**config.mk**
```make
export PLATFORM = sky130hd
export DESIGN_NAME = pe_depacketizer_stream_flat
export DESIGN_NICKNAME = d
export VERILOG_FILES = /design/src/rtl/pe_depacketizer_stream_pkg.sv /design/src/rtl/pe_depacketizer_stream_if.sv /design/src/rtl/pe_depacketizer_stream_fifo.sv /design/src/rtl/pe_depacketizer_stream.sv /design/src/flat_wrapper.sv
export SDC_FILE = /design/constraint.sdc
export NUM_CORES = 1
export LEC_CHECK = 0
export CORE_MARGIN = 5
export CORE_UTILIZATION = 51
export CTS_CLUSTER_DIAMETER = 150
export CTS_CLUSTER_SIZE = 24
export DETAILED_ROUTE_END_ITERATION = 8
export PLACE_DENSITY = 0.84
export SYNTH_ARGS = -nofsm -noshare
export SYNTH_HDL_FRONTEND = slang
export SYNTH_SLANG_ARGS = --single-unit
```
**constraint.sdc**
```tcl
create_clock -name clk -period 6.2 [get_ports clk]
set_input_delay 1.55 -clock clk [delete_from_list [all_inputs] [get_ports clk]]
set_output_delay 1.55 -clock clk [all_outputs]
set_load 0.02 [all_outputs]
```
**src/rtl/pe_depacketizer_stream_pkg.sv**
```systemverilog
// Shared field layout and packet type definitions for the PE depacketizer.
// Layout from LSB: timestep, type bit, filter_row, payload (5 x FILTER_WIDTH).
package pe_depack_pkg;

  localparam int DEF_FILTER_WIDTH = 8;
  localparam int DEF_TS_W         = 1;
  localparam int DEF_ROW_W        = 3;
  localparam int DEF_NUM_ROWS     = 5;
  localparam int DEF_FIFO_DEPTH   = 2;
  localparam int DEF_ERR_W        = 8;

  typedef enum logic {
    PKT_IFMAP  = 1'b0,
    PKT_FILTER = 1'b1
  } pkt_type_e;

  function automatic int data_w(input int filter_width);
    return 5 * filter_width;
  endfunction

  function automatic int type_bit(input int ts_w);
    return ts_w;
  endfunction

  function automatic int row_lsb(input int ts_w);
    return ts_w + 1;
  endfunction

  function automatic int data_lsb(input int ts_w, input int row_w);
    return ts_w + 1 + row_w;
  endfunction

  function automatic int pkt_w(input int filter_width, input int ts_w, input int row_w);
    return data_w(filter_width) + row_w + 1 + ts_w;
  endfunction

  localparam int DEF_DATA_W   = data_w(DEF_FILTER_WIDTH);
  localparam int DEF_TYPE_BIT = type_bit(DEF_TS_W);
  localparam int DEF_ROW_LSB  = row_lsb(DEF_TS_W);
  localparam int DEF_DATA_LSB = data_lsb(DEF_TS_W, DEF_ROW_W);
  localparam int DEF_PKT_W    = pkt_w(DEF_FILTER_WIDTH, DEF_TS_W, DEF_ROW_W);

endpackage

```
**src/rtl/pe_depacketizer_stream_if.sv**
```systemverilog
// Packet input, filter/ifmap output streams and error status of the depacketizer.
interface pe_depacketizer_stream_if
  import pe_depack_pkg::*;
#(
  parameter int FILTER_WIDTH = DEF_FILTER_WIDTH,
  parameter int TS_W         = DEF_TS_W,
  parameter int ROW_W        = DEF_ROW_W,
  parameter int ERR_W        = DEF_ERR_W
);
  localparam int DATA_W = data_w(FILTER_WIDTH);
  localparam int PKT_W  = pkt_w(FILTER_WIDTH, TS_W, ROW_W);

  logic              pkt_valid;
  logic              pkt_ready;
  logic [PKT_W-1:0]  pkt_data;

  logic              flt_valid;
  logic              flt_ready;
  logic [ROW_W-1:0]  flt_row;
  logic [DATA_W-1:0] flt_data;
  logic              flt_last;

  logic              ifm_valid;
  logic              ifm_ready;
  logic [ROW_W-1:0]  ifm_row;
  logic [TS_W-1:0]   ifm_ts;
  logic [DATA_W-1:0] ifm_data;
  logic              ifm_ts_new;

  logic              row_err;
  logic              seq_err;
  logic [ERR_W-1:0]  err_count;

  modport slave (
    input  pkt_valid, pkt_data, flt_ready, ifm_ready,
    output pkt_ready,
    output flt_valid, flt_row, flt_data, flt_last,
    output ifm_valid, ifm_row, ifm_ts, ifm_data, ifm_ts_new,
    output row_err, seq_err, err_count
  );

  modport master (
    output pkt_valid, pkt_data, flt_ready, ifm_ready,
    input  pkt_ready,
    input  flt_valid, flt_row, flt_data, flt_last,
    input  ifm_valid, ifm_row, ifm_ts, ifm_data, ifm_ts_new,
    input  row_err, seq_err, err_count
  );

endinterface

```
**src/rtl/pe_depacketizer_stream_fifo.sv**
```systemverilog
// Small synchronous FIFO; outputs come straight from the storage registers.
module pe_sync_fifo #(
  parameter int WIDTH = 8,
  parameter int DEPTH = 2
) (
  input  logic             clk,
  input  logic             rst,
  input  logic             push,
  input  logic [WIDTH-1:0] din,
  output logic             full,
  input  logic             pop,
  output logic [WIDTH-1:0] dout,
  output logic             empty
);
  localparam int PTR_W = (DEPTH > 1) ? $clog2(DEPTH) : 1;
  localparam int CNT_W = $clog2(DEPTH + 1);

  logic [WIDTH-1:0] mem_q [DEPTH];
  logic [WIDTH-1:0] mem_d [DEPTH];
  logic [PTR_W-1:0] wr_ptr_q, wr_ptr_d, rd_ptr_q, rd_ptr_d;
  logic [CNT_W-1:0] count_q, count_d;
  logic             do_push, do_pop;

  assign full  = (count_q == CNT_W'(DEPTH));
  assign empty = (count_q == '0);
  assign dout  = mem_q[rd_ptr_q];

  always_comb begin
    mem_d    = mem_q;
    wr_ptr_d = wr_ptr_q;
    rd_ptr_d = rd_ptr_q;
    count_d  = count_q;
    do_push  = push && !full;
    do_pop   = pop && !empty;
    if (do_push) begin
      mem_d[wr_ptr_q] = din;
      wr_ptr_d = (wr_ptr_q == PTR_W'(DEPTH - 1)) ? '0 : wr_ptr_q + PTR_W'(1);
    end
    if (do_pop) begin
      rd_ptr_d = (rd_ptr_q == PTR_W'(DEPTH - 1)) ? '0 : rd_ptr_q + PTR_W'(1);
    end
    case ({do_push, do_pop})
      2'b10:   count_d = count_q + CNT_W'(1);
      2'b01:   count_d = count_q - CNT_W'(1);
      default: count_d = count_q;
    endcase
  end

  always_ff @(posedge clk) begin
    if (rst) begin
      wr_ptr_q <= '0;
      rd_ptr_q <= '0;
      count_q  <= '0;
    end else begin
      wr_ptr_q <= wr_ptr_d;
      rd_ptr_q <= rd_ptr_d;
      count_q  <= count_d;
    end
  end

  // Storage needs no reset: the count alone decides what is valid.
  always_ff @(posedge clk) begin
    mem_q <= mem_d;
  end

endmodule

```
**src/rtl/pe_depacketizer_stream.sv**
```systemverilog
// Decodes PE-bound packets and steers them into buffered filter and ifmap streams,
// checking filter row order, marking the last row and flagging ifmap timestep changes.
module pe_depacketizer_stream
  import pe_depack_pkg::*;
#(
  parameter int FILTER_WIDTH = DEF_FILTER_WIDTH,
  parameter int TS_W         = DEF_TS_W,
  parameter int ROW_W        = DEF_ROW_W,
  parameter int NUM_ROWS     = DEF_NUM_ROWS,
  parameter int FIFO_DEPTH   = DEF_FIFO_DEPTH,
  parameter int ERR_W        = DEF_ERR_W
) (
  input  logic                     clk,
  input  logic                     rst,
  pe_depacketizer_stream_if.slave  bus
);
  localparam int DATA_W   = data_w(FILTER_WIDTH);
  localparam int TYPE_BIT = type_bit(TS_W);
  localparam int ROW_LSB  = row_lsb(TS_W);
  localparam int DATA_LSB = data_lsb(TS_W, ROW_W);
  localparam int FLT_W    = 1 + ROW_W + DATA_W;
  localparam int IFM_W    = 1 + TS_W + ROW_W + DATA_W;

  logic [TS_W-1:0]   pkt_ts;
  logic [ROW_W-1:0]  pkt_row;
  logic [DATA_W-1:0] pkt_payload;
  pkt_type_e         pkt_type;
  logic              row_bad, accept, flt_push, ifm_push, flt_last_in, ts_new_in;
  logic              flt_full, flt_empty, flt_pop, ifm_full, ifm_empty, ifm_pop;
  logic [FLT_W-1:0]  flt_din, flt_dout;
  logic [IFM_W-1:0]  ifm_din, ifm_dout;

  logic [ROW_W-1:0]  exp_row_q, exp_row_d;
  logic [TS_W-1:0]   last_ts_q, last_ts_d;
  logic              first_q, first_d;
  logic              row_err_q, row_err_d;
  logic              seq_err_q, seq_err_d;
  logic [ERR_W-1:0]  err_count_q, err_count_d;

  always_comb begin
    pkt_ts      = bus.pkt_data[0 +: TS_W];
    pkt_type    = pkt_type_e'(bus.pkt_data[TYPE_BIT]);
    pkt_row     = bus.pkt_data[ROW_LSB +: ROW_W];
    pkt_payload = bus.pkt_data[DATA_LSB +: DATA_W];
    row_bad     = ({1'b0, pkt_row} >= (ROW_W + 1)'(NUM_ROWS));
    flt_last_in = (pkt_row == ROW_W'(NUM_ROWS - 1));
    ts_new_in   = first_q || (pkt_ts != last_ts_q);

    // Bad rows are always swallowed; good ones wait for room (a full FIFO never bypasses).
    if (rst)                        bus.pkt_ready = 1'b0;
    else if (row_bad)               bus.pkt_ready = 1'b1;
    else if (pkt_type == PKT_FILTER) bus.pkt_ready = !flt_full;
    else                            bus.pkt_ready = !ifm_full;

    accept   = bus.pkt_valid && bus.pkt_ready;
    flt_push = accept && !row_bad && (pkt_type == PKT_FILTER);
    ifm_push = accept && !row_bad && (pkt_type == PKT_IFMAP);
    flt_din  = {flt_last_in, pkt_row, pkt_payload};
    ifm_din  = {ts_new_in, pkt_ts, pkt_row, pkt_payload};
  end

  always_comb begin
    exp_row_d   = exp_row_q;
    last_ts_d   = last_ts_q;
    first_d     = first_q;
    row_err_d   = accept && row_bad;
    seq_err_d   = flt_push && (pkt_row != exp_row_q);
    err_count_d = err_count_q;
    if (flt_push) exp_row_d = flt_last_in ? '0 : pkt_row + ROW_W'(1);
    if (ifm_push) begin
      last_ts_d = pkt_ts;
      first_d   = 1'b0;
    end
    if ((row_err_d || seq_err_d) && (err_count_q != '1))
      err_count_d = err_count_q + ERR_W'(1);
  end

  always_ff @(posedge clk) begin
    if (rst) begin
      exp_row_q   <= '0;
      last_ts_q   <= '0;
      first_q     <= 1'b1;
      row_err_q   <= 1'b0;
      seq_err_q   <= 1'b0;
      err_count_q <= '0;
    end else begin
      exp_row_q   <= exp_row_d;
      last_ts_q   <= last_ts_d;
      first_q     <= first_d;
      row_err_q   <= row_err_d;
      seq_err_q   <= seq_err_d;
      err_count_q <= err_count_d;
    end
  end

  pe_sync_fifo #(.WIDTH(FLT_W), .DEPTH(FIFO_DEPTH)) u_flt_fifo (
    .clk(clk), .rst(rst),
    .push(flt_push), .din(flt_din), .full(flt_full),
    .pop(flt_pop), .dout(flt_dout), .empty(flt_empty)
  );

  pe_sync_fifo #(.WIDTH(IFM_W), .DEPTH(FIFO_DEPTH)) u_ifm_fifo (
    .clk(clk), .rst(rst),
    .push(ifm_push), .din(ifm_din), .full(ifm_full),
    .pop(ifm_pop), .dout(ifm_dout), .empty(ifm_empty)
  );

  assign bus.flt_valid = !flt_empty;
  assign flt_pop       = bus.flt_valid && bus.flt_ready;
  assign {bus.flt_last, bus.flt_row, bus.flt_data} = flt_dout;

  assign bus.ifm_valid = !ifm_empty;
  assign ifm_pop       = bus.ifm_valid && bus.ifm_ready;
  assign {bus.ifm_ts_new, bus.ifm_ts, bus.ifm_row, bus.ifm_data} = ifm_dout;

  assign bus.row_err   = row_err_q;
  assign bus.seq_err   = seq_err_q;
  assign bus.err_count = err_count_q;

endmodule

```
**src/flat_wrapper.sv**
```systemverilog
// flat-port wrapper written by rule: the top's interface ports become plain ports
module pe_depacketizer_stream_flat import pe_depack_pkg::*;
#(
  parameter int FILTER_WIDTH = DEF_FILTER_WIDTH,
  parameter int TS_W         = DEF_TS_W,
  parameter int ROW_W        = DEF_ROW_W,
  parameter int NUM_ROWS     = DEF_NUM_ROWS,
  parameter int FIFO_DEPTH   = DEF_FIFO_DEPTH,
  parameter int ERR_W        = DEF_ERR_W
)
  (clk, rst, bus_pkt_valid, bus_pkt_data, bus_flt_ready, bus_ifm_ready, bus_pkt_ready, bus_flt_valid, bus_flt_row, bus_flt_data, bus_flt_last, bus_ifm_valid, bus_ifm_row, bus_ifm_ts, bus_ifm_data, bus_ifm_ts_new, bus_row_err, bus_seq_err, bus_err_count);
  pe_depacketizer_stream_if #(.FILTER_WIDTH(FILTER_WIDTH), .TS_W(TS_W), .ROW_W(ROW_W), .ERR_W(ERR_W)) bus_i ();
  input  logic clk;
  input  logic rst;
  input wire logic [$bits(bus_i.pkt_valid)-1:0] bus_pkt_valid;
  input wire logic [$bits(bus_i.pkt_data)-1:0] bus_pkt_data;
  input wire logic [$bits(bus_i.flt_ready)-1:0] bus_flt_ready;
  input wire logic [$bits(bus_i.ifm_ready)-1:0] bus_ifm_ready;
  output wire logic [$bits(bus_i.pkt_ready)-1:0] bus_pkt_ready;
  output wire logic [$bits(bus_i.flt_valid)-1:0] bus_flt_valid;
  output wire logic [$bits(bus_i.flt_row)-1:0] bus_flt_row;
  output wire logic [$bits(bus_i.flt_data)-1:0] bus_flt_data;
  output wire logic [$bits(bus_i.flt_last)-1:0] bus_flt_last;
  output wire logic [$bits(bus_i.ifm_valid)-1:0] bus_ifm_valid;
  output wire logic [$bits(bus_i.ifm_row)-1:0] bus_ifm_row;
  output wire logic [$bits(bus_i.ifm_ts)-1:0] bus_ifm_ts;
  output wire logic [$bits(bus_i.ifm_data)-1:0] bus_ifm_data;
  output wire logic [$bits(bus_i.ifm_ts_new)-1:0] bus_ifm_ts_new;
  output wire logic [$bits(bus_i.row_err)-1:0] bus_row_err;
  output wire logic [$bits(bus_i.seq_err)-1:0] bus_seq_err;
  output wire logic [$bits(bus_i.err_count)-1:0] bus_err_count;
  assign bus_i.pkt_valid = bus_pkt_valid;
  assign bus_i.pkt_data = bus_pkt_data;
  assign bus_i.flt_ready = bus_flt_ready;
  assign bus_i.ifm_ready = bus_ifm_ready;
  assign bus_pkt_ready = bus_i.pkt_ready;
  assign bus_flt_valid = bus_i.flt_valid;
  assign bus_flt_row = bus_i.flt_row;
  assign bus_flt_data = bus_i.flt_data;
  assign bus_flt_last = bus_i.flt_last;
  assign bus_ifm_valid = bus_i.ifm_valid;
  assign bus_ifm_row = bus_i.ifm_row;
  assign bus_ifm_ts = bus_i.ifm_ts;
  assign bus_ifm_data = bus_i.ifm_data;
  assign bus_ifm_ts_new = bus_i.ifm_ts_new;
  assign bus_row_err = bus_i.row_err;
  assign bus_seq_err = bus_i.seq_err;
  assign bus_err_count = bus_i.err_count;
  pe_depacketizer_stream #(.FILTER_WIDTH(FILTER_WIDTH), .TS_W(TS_W), .ROW_W(ROW_W), .NUM_ROWS(NUM_ROWS), .FIFO_DEPTH(FIFO_DEPTH), .ERR_W(ERR_W)) u_core (.clk(clk), .rst(rst), .bus(bus_i));
endmodule
```
[Word-level counts from Yosys, hierarchy flattened]
Cells that the tools add are included.
Word-level totals
  input bits: 50
  output and inout port bits: 102
  flip-flop bits (word level): 201
  word-level logic and storage cells: 96
Operators by class
  bitwise gates (word level): 5
  reduce and logical (&&, ||, !) cells: 26
  multiplexer cells: 22
  order comparisons: 7
  $add $sub $neg: 10
  equal/unequal tests: 10
Operator list (number)
  2-to-1 mux 45 bit: 4
  2-to-1 mux 44 bit: 4
  bitwise mux 90 bit: 1
  bitwise mux 88 bit: 1
  demux 45 bit (select 1 bit): 1
  demux 44 bit (select 1 bit): 1
  logical AND 1 bit: 15
  adder 8 x 1 -> 8 bit (second input constant): 1
  equality test 2 bit (second input constant): 4
  >= comparator 2 bit (second input constant): 4
  != test 8 bit (second input constant): 1
  NOT 1 -> 2 bit: 4
  case mux 2 bit (2 select lines): 2
  2-to-1 mux 1 bit: 7
  logical NOT 1 bit: 5
  adder 1 bit (second input constant): 4
  adder 2 x 1 -> 2 bit (second input constant): 2
  equality test 2 x 1 -> 1 bit (second input constant): 2
  logical NOT 2 bit: 2
  < comparator 2 x 1 -> 1 bit (second input constant): 2
  nonzero test 2 bit: 2
  subtractor 2 x 1 -> 2 bit (second input constant): 2
  adder 3 x 1 -> 3 bit (second input constant): 1
  equality test 3 bit (second input constant): 1
  other kinds (6): 7

[Longest topological paths before layout]
  depth after elaboration: 11
  gate-level depth with buffers: 10
  depth with buffers taken out: 8

[Modules after synthesis]
From an unflattened synthesis, not the netlist that was laid out.
Unflattened totals
  cells, all modules: 423
  area total of the unflattened synthesis: 7612.3 µm²
Modules (own cells, without submodules)
  pe_sync_fifo (u_core.u_ifm_fifo): cells an instance 164, instances 1, area each 3434.5 µm², sequential area each 2782.7 µm²
  pe_sync_fifo (u_core.u_flt_fifo): cells an instance 161, instances 1, area each 3363.2 µm², sequential area each 2722.6 µm²
  pe_depacketizer_stream: cells an instance 98, instances 1, area each 814.5 µm², sequential area each 300.3 µm²

[Worst setup path before layout]
OpenSTA, ideal clock, no wires.
  kind: input -> register
  start: in bus_pkt_data[3]
  end: reg u_core.u_ifm_fifo.mem_q[0] (netlist bit) (enable)
  data required time: 5.752 ns
  setup slack: 1.026 ns
  stages: 7
  library setup time: 0.448 ns
  arrival: 4.726 ns
  path buffers: 2
  cell sequence: inv_1 > ha_1 > o31a_1 > buf_6 > or4_4 > buf_6 > nor2_1
On the way
  longest elaborated chain between the ends: 7
  elaborated cells between the ends (all ways): 8
  those cells by class: order compare (1); mux (2); reduce/logical (5)
Ends and longest elaborated chain
  from (decl): RTL line flat_wrapper.sv:16  | input wire logic [$bits(bus_i.pkt_data)-1:0] bus_pkt_data;
  >= comparator 3 bit *: RTL line pe_depacketizer_stream.sv:45  | row_bad = ({1'b0, pkt_row} >= (ROW_W + 1)'(NUM_ROWS));
  2-to-1 mux 1 bit: RTL line pe_depacketizer_stream.sv:51  | else if (row_bad) bus.pkt_ready = 1'b1;
  2-to-1 mux 1 bit: RTL line pe_depacketizer_stream.sv:50  | if (rst) bus.pkt_ready = 1'b0;
  logical AND 1 bit: RTL line pe_depacketizer_stream.sv:55  | accept = bus.pkt_valid && bus.pkt_ready;
  logical AND 1 bit * (2 in a row): RTL line pe_depacketizer_stream.sv:57  | ifm_push = accept && !row_bad && (pkt_type == PKT_IFMAP);
  logical AND 1 bit *: RTL line pe_depacketizer_stream_fifo.sv:33  | do_push = push && !full;
  to (signal assigned): RTL line pe_depacketizer_stream_fifo.sv:63  | mem_q <= mem_d;
  to (decl): RTL line pe_depacketizer_stream_fifo.sv:18  | logic [WIDTH-1:0] mem_q [DEPTH];
Every way passes the cells marked *; elsewhere a longest branch is shown, timed or not.
A chain may end at the register's enable or synchronous reset.

[Worst setup path in the final report]
  start: in bus_pkt_data[3]
  end: out bus_pkt_ready
On the way
  longest elaborated chain between the ends: 3
Ends and longest elaborated chain
  >= comparator 3 bit: RTL line pe_depacketizer_stream.sv:45
  2-to-1 mux 1 bit: RTL line pe_depacketizer_stream.sv:51
  2-to-1 mux 1 bit: RTL line pe_depacketizer_stream.sv:50
  to (decl): RTL line flat_wrapper.sv:19  | output wire logic [$bits(bus_i.pkt_ready)-1:0] bus_pkt_ready;
No other way between the ends.

==> results.cfg <==
[routing]
detail_route.iter0.violations = 276
drc_violation_count_after_routing = 0
route.detailed.wl_per_inst_um = 19.02
routed_wl_mm = 14.27
detail_route.first_pass.iterations = 4
drtAntennaViolNets = 0
via_count = 3984
vias_per_cell = 5.312

[critical_path]
startpoint = bus_pkt_data[3]
crit_arrival_ns = 3.69
worstSetupStartpointType = primary input
critical_path_type = in2out
worst-path-max-fanout = 11
worstPathRequired_ns = 4.65
r2r_start = u_core.u_flt_fifo.count_q[0]$_SDFFE_PP0P_
crit_path_end_kind = output pin

[timing]
final_setup_viols = 0
finalCriticalPeriod_ns = 5.241
maximum_clock_skew_at_final_layout_ns = 0.01612
slew_headroom_pct = 19.55
layout_worst_path_cycle_share_pct = 84.54
setup_tns_ns = 0
slew_viol_final = 0
grt_setup_unrepaired = false
max_clock_freq_ghz = 0.1908
max_slew.worst_pin.slew_ns = 1.207
hold_viol = 0

[power_and_ir_drop]
switching_share_pct = 22.11
leakage_power_uw = 0.003244
switching_power_uw = 587.8
power.ir.vdd_worst_uv = 178.7
share_seq_of_total_power_pct = 57.2
internal_power_uw = 2071
pwr-share-comb_pct = 12.8
p_clk_share_pct = 30.0
power.density_cell_area_mw_per_mm2 = 274.0

[die]
die-area_mm2 = 0.01744
coreArea_mm2 = 0.01459
initial_utilization_pct = 52.08
io_pins = 152
fp.dieW_um = 132.1
floorplan.rows = 44
die_h_um = 132.1

[clocking]
cts_sink_cnt = 201
clk-insertion-delay-late_ns = 0.45
post_cts_setup_driven_buffer_insertion_count = 0
cts_resized = 0
ctsHoldBuffers = 0
clk_pin_slew_ns = 0.09
cts-buffers-inserted = 12
clockBufferDepth = 3
htreeDepth = 1
root_buffer_cell = clkbuf_16
tritoncts = done

[global_route]
first_global_vias = 4376
grt.overflow.total = 0
antenna_found_initial = 0
first_pass_grt_wire_length_mm = 23.29
grt_start_max_net_pins = 46
grt_util_all_layers_pct = 16.33

[hold_path]
timing.hold.worst.class = reg2reg
worst_hold_startpoint = u_core.first_q$_SDFFE_PP1N_

[synthesis]
synth-warning-count = 0
yosys_top_cell_area_share_pct = 70.34
synth_fp_nets = 461
seq_area_frac_synth_pct = 76.40
synth_top_cells_by_area = edfxtp_1 (70%), mux2_2 (14%), dfxtp_1 (6.1%), mux2i_1 (1.3%), xnor2_1 (1.2%)
synth.cell_area_mm2 = 0.007599
synth.ff_latch_count = 201
yosys.cell_types.count = 33
syn-instance-count = 405
synth_largest_area_cell = edfxtp_1
synth.avg_cell_area_um2 = 18.76

[outcome]
run_status = complete, no violations

[layout]
antennaDiodeCount = 0
fin_nets = 616
layout_common_cells = edfxtp_1 (178), clkdlybuf4s50_1 (151), mux2_2 (93), dfxtp_1 (21), nor2_1 (16)
most_common_library_cell_in_the_layout_ignoring_fill_and_taps = edfxtp_1
number_of_cells_in_the_finished_layout_apart_from_fillers = 750
flow.area_growth_from_synthesis_pct = 27.68
post_route_cells_drive_above_1_share_pct = 21.55

[job]
cap_viol_max_count = 0

[place]
io_buffers = 151
placed_cells = 730
dp.final_hpwl_mm = 9.236
gpl.final_weighted_congestion = 0.8186
==> cell usage after synthesis, drive strengths merged <==
cell,count
o31a,1
o211ai,4
xor2,2
nand2b,7
nor2,20
clkbuf,11
or2,2
nor2b,5
o2111ai,2
ha,6
or4,2
and4,1
a41oi,1
a21o,1
a31oi,1
mux2i,10
o21ai,3
inv,5
a21oi,2
buf,4
mux2,93
a311oi,1
edfxtp,178
and3,3
or3,2
xnor2,10
and3b,1
dfxtp,23
and2,4
==> power by group through the flow <==
stage / clock (uW) / sequential [uW] / combinational, uW
after global placement: 0 / 1550 / 338
after CTS: 821 / 1520 / 346
after floorplan: 0 / 1540 / 188
after global routing: 871 / 1520 / 362
final: 798 / 1520 / 341
after detailed placement: 0 / 1550 / 343
==> cell families (layout without fill, tap and decap cells) <==
logic type	count (synthesis)	in the layout	share of synthesized area, %
AOI/OAI and AO/OA	16	16	1.564
xor gates and xnor gates	12	12	1.383
adders and majority gates	6	6	0.9880
buffers and inverters	20	181	1.202
DFF	201	201	76.40
muxes	103	103	15.10
and+or+nand+nor	47	47	3.359
==> per-stage QoR <==
stage          utilization, %  hold WS [ns]  cell area, um^2  setup WS (ns)  power [uW]
3_5_place_dp            64.01        0.4443             9338         0.9692        1894
3_3_place_gp            64.01        0.4284             9338          1.027        1887
2_1_floorplan               -        0.4176             7599          1.026        1725
4_1_cts                 66.50        0.4659             9702         0.9661        2687
6_report                66.50        0.4643             9702         0.9587        2658
5_1_grt                 66.50        0.4837             9702         0.8579        2757
==> flip-flops by register name, summed over array words and instances (netlist names) <==
register and count:
u_core.u_flt_fifo.count_q 2, u_core.bus.seq_err 1, u_core.u_ifm_fifo.rd_ptr_q 1, u_core.bus.err_count 8, u_core.u_ifm_fifo.count_q 2, u_core.u_flt_fifo.wr_ptr_q 1
u_core.u_flt_fifo.mem_q 88, u_core.exp_row_q 3, u_core.u_flt_fifo.rd_ptr_q 1, u_core.u_ifm_fifo.mem_q 90, u_core.bus.row_err 1, u_core.first_q 1
u_core.last_ts_q 1, u_core.u_ifm_fifo.wr_ptr_q 1
==> critical path, cell delays in order <==
cell and delay [ns]:
clkdlybuf4s50_1 0.64, inv_1 0.11, ha_1 0.19, o31a_1 0.41, nor2_1 0.16, nor2_1 0.06
clkdlybuf4s50_1 0.57
==> worst paths after layout <==
check	cells past startpoint	slack, ns	end
hold / removal	1	0.46	u_core.first_q$_SDFFE_PP1N_
setup / recovery	7	0.96	bus_pkt_ready
setup reg to reg	4	3.88	u_core.u_flt_fifo.mem_q[51]$_DFFE_PP_
hold reg to reg	1	0.46	u_core.first_q$_SDFFE_PP1N_
==> final cells by class <==
class / count / area (um^2)
timing repair buffer: 156 / 1549
multi-input combinational: 184 / 1732
clock buffer: 19 / 347.8
clock inverter: 1 / 16.27
sequential: 201 / 5808
inverter: 5 / 18.77
fill: 961 / 4887
tap: 184 / 230.2
==> per-layer routing <==
metal / track usage (%) / routed length (um) / vias up
met4: 3.086 / 200 / 0
met2: 27.65 / 6970 / 151
li1: - / - / 1855
met5: 0 / 0 / -
met1: 22.12 / 6041 / 1961
met3: 3.473 / 1056 / 17
(Power assumes the default switching activity.)
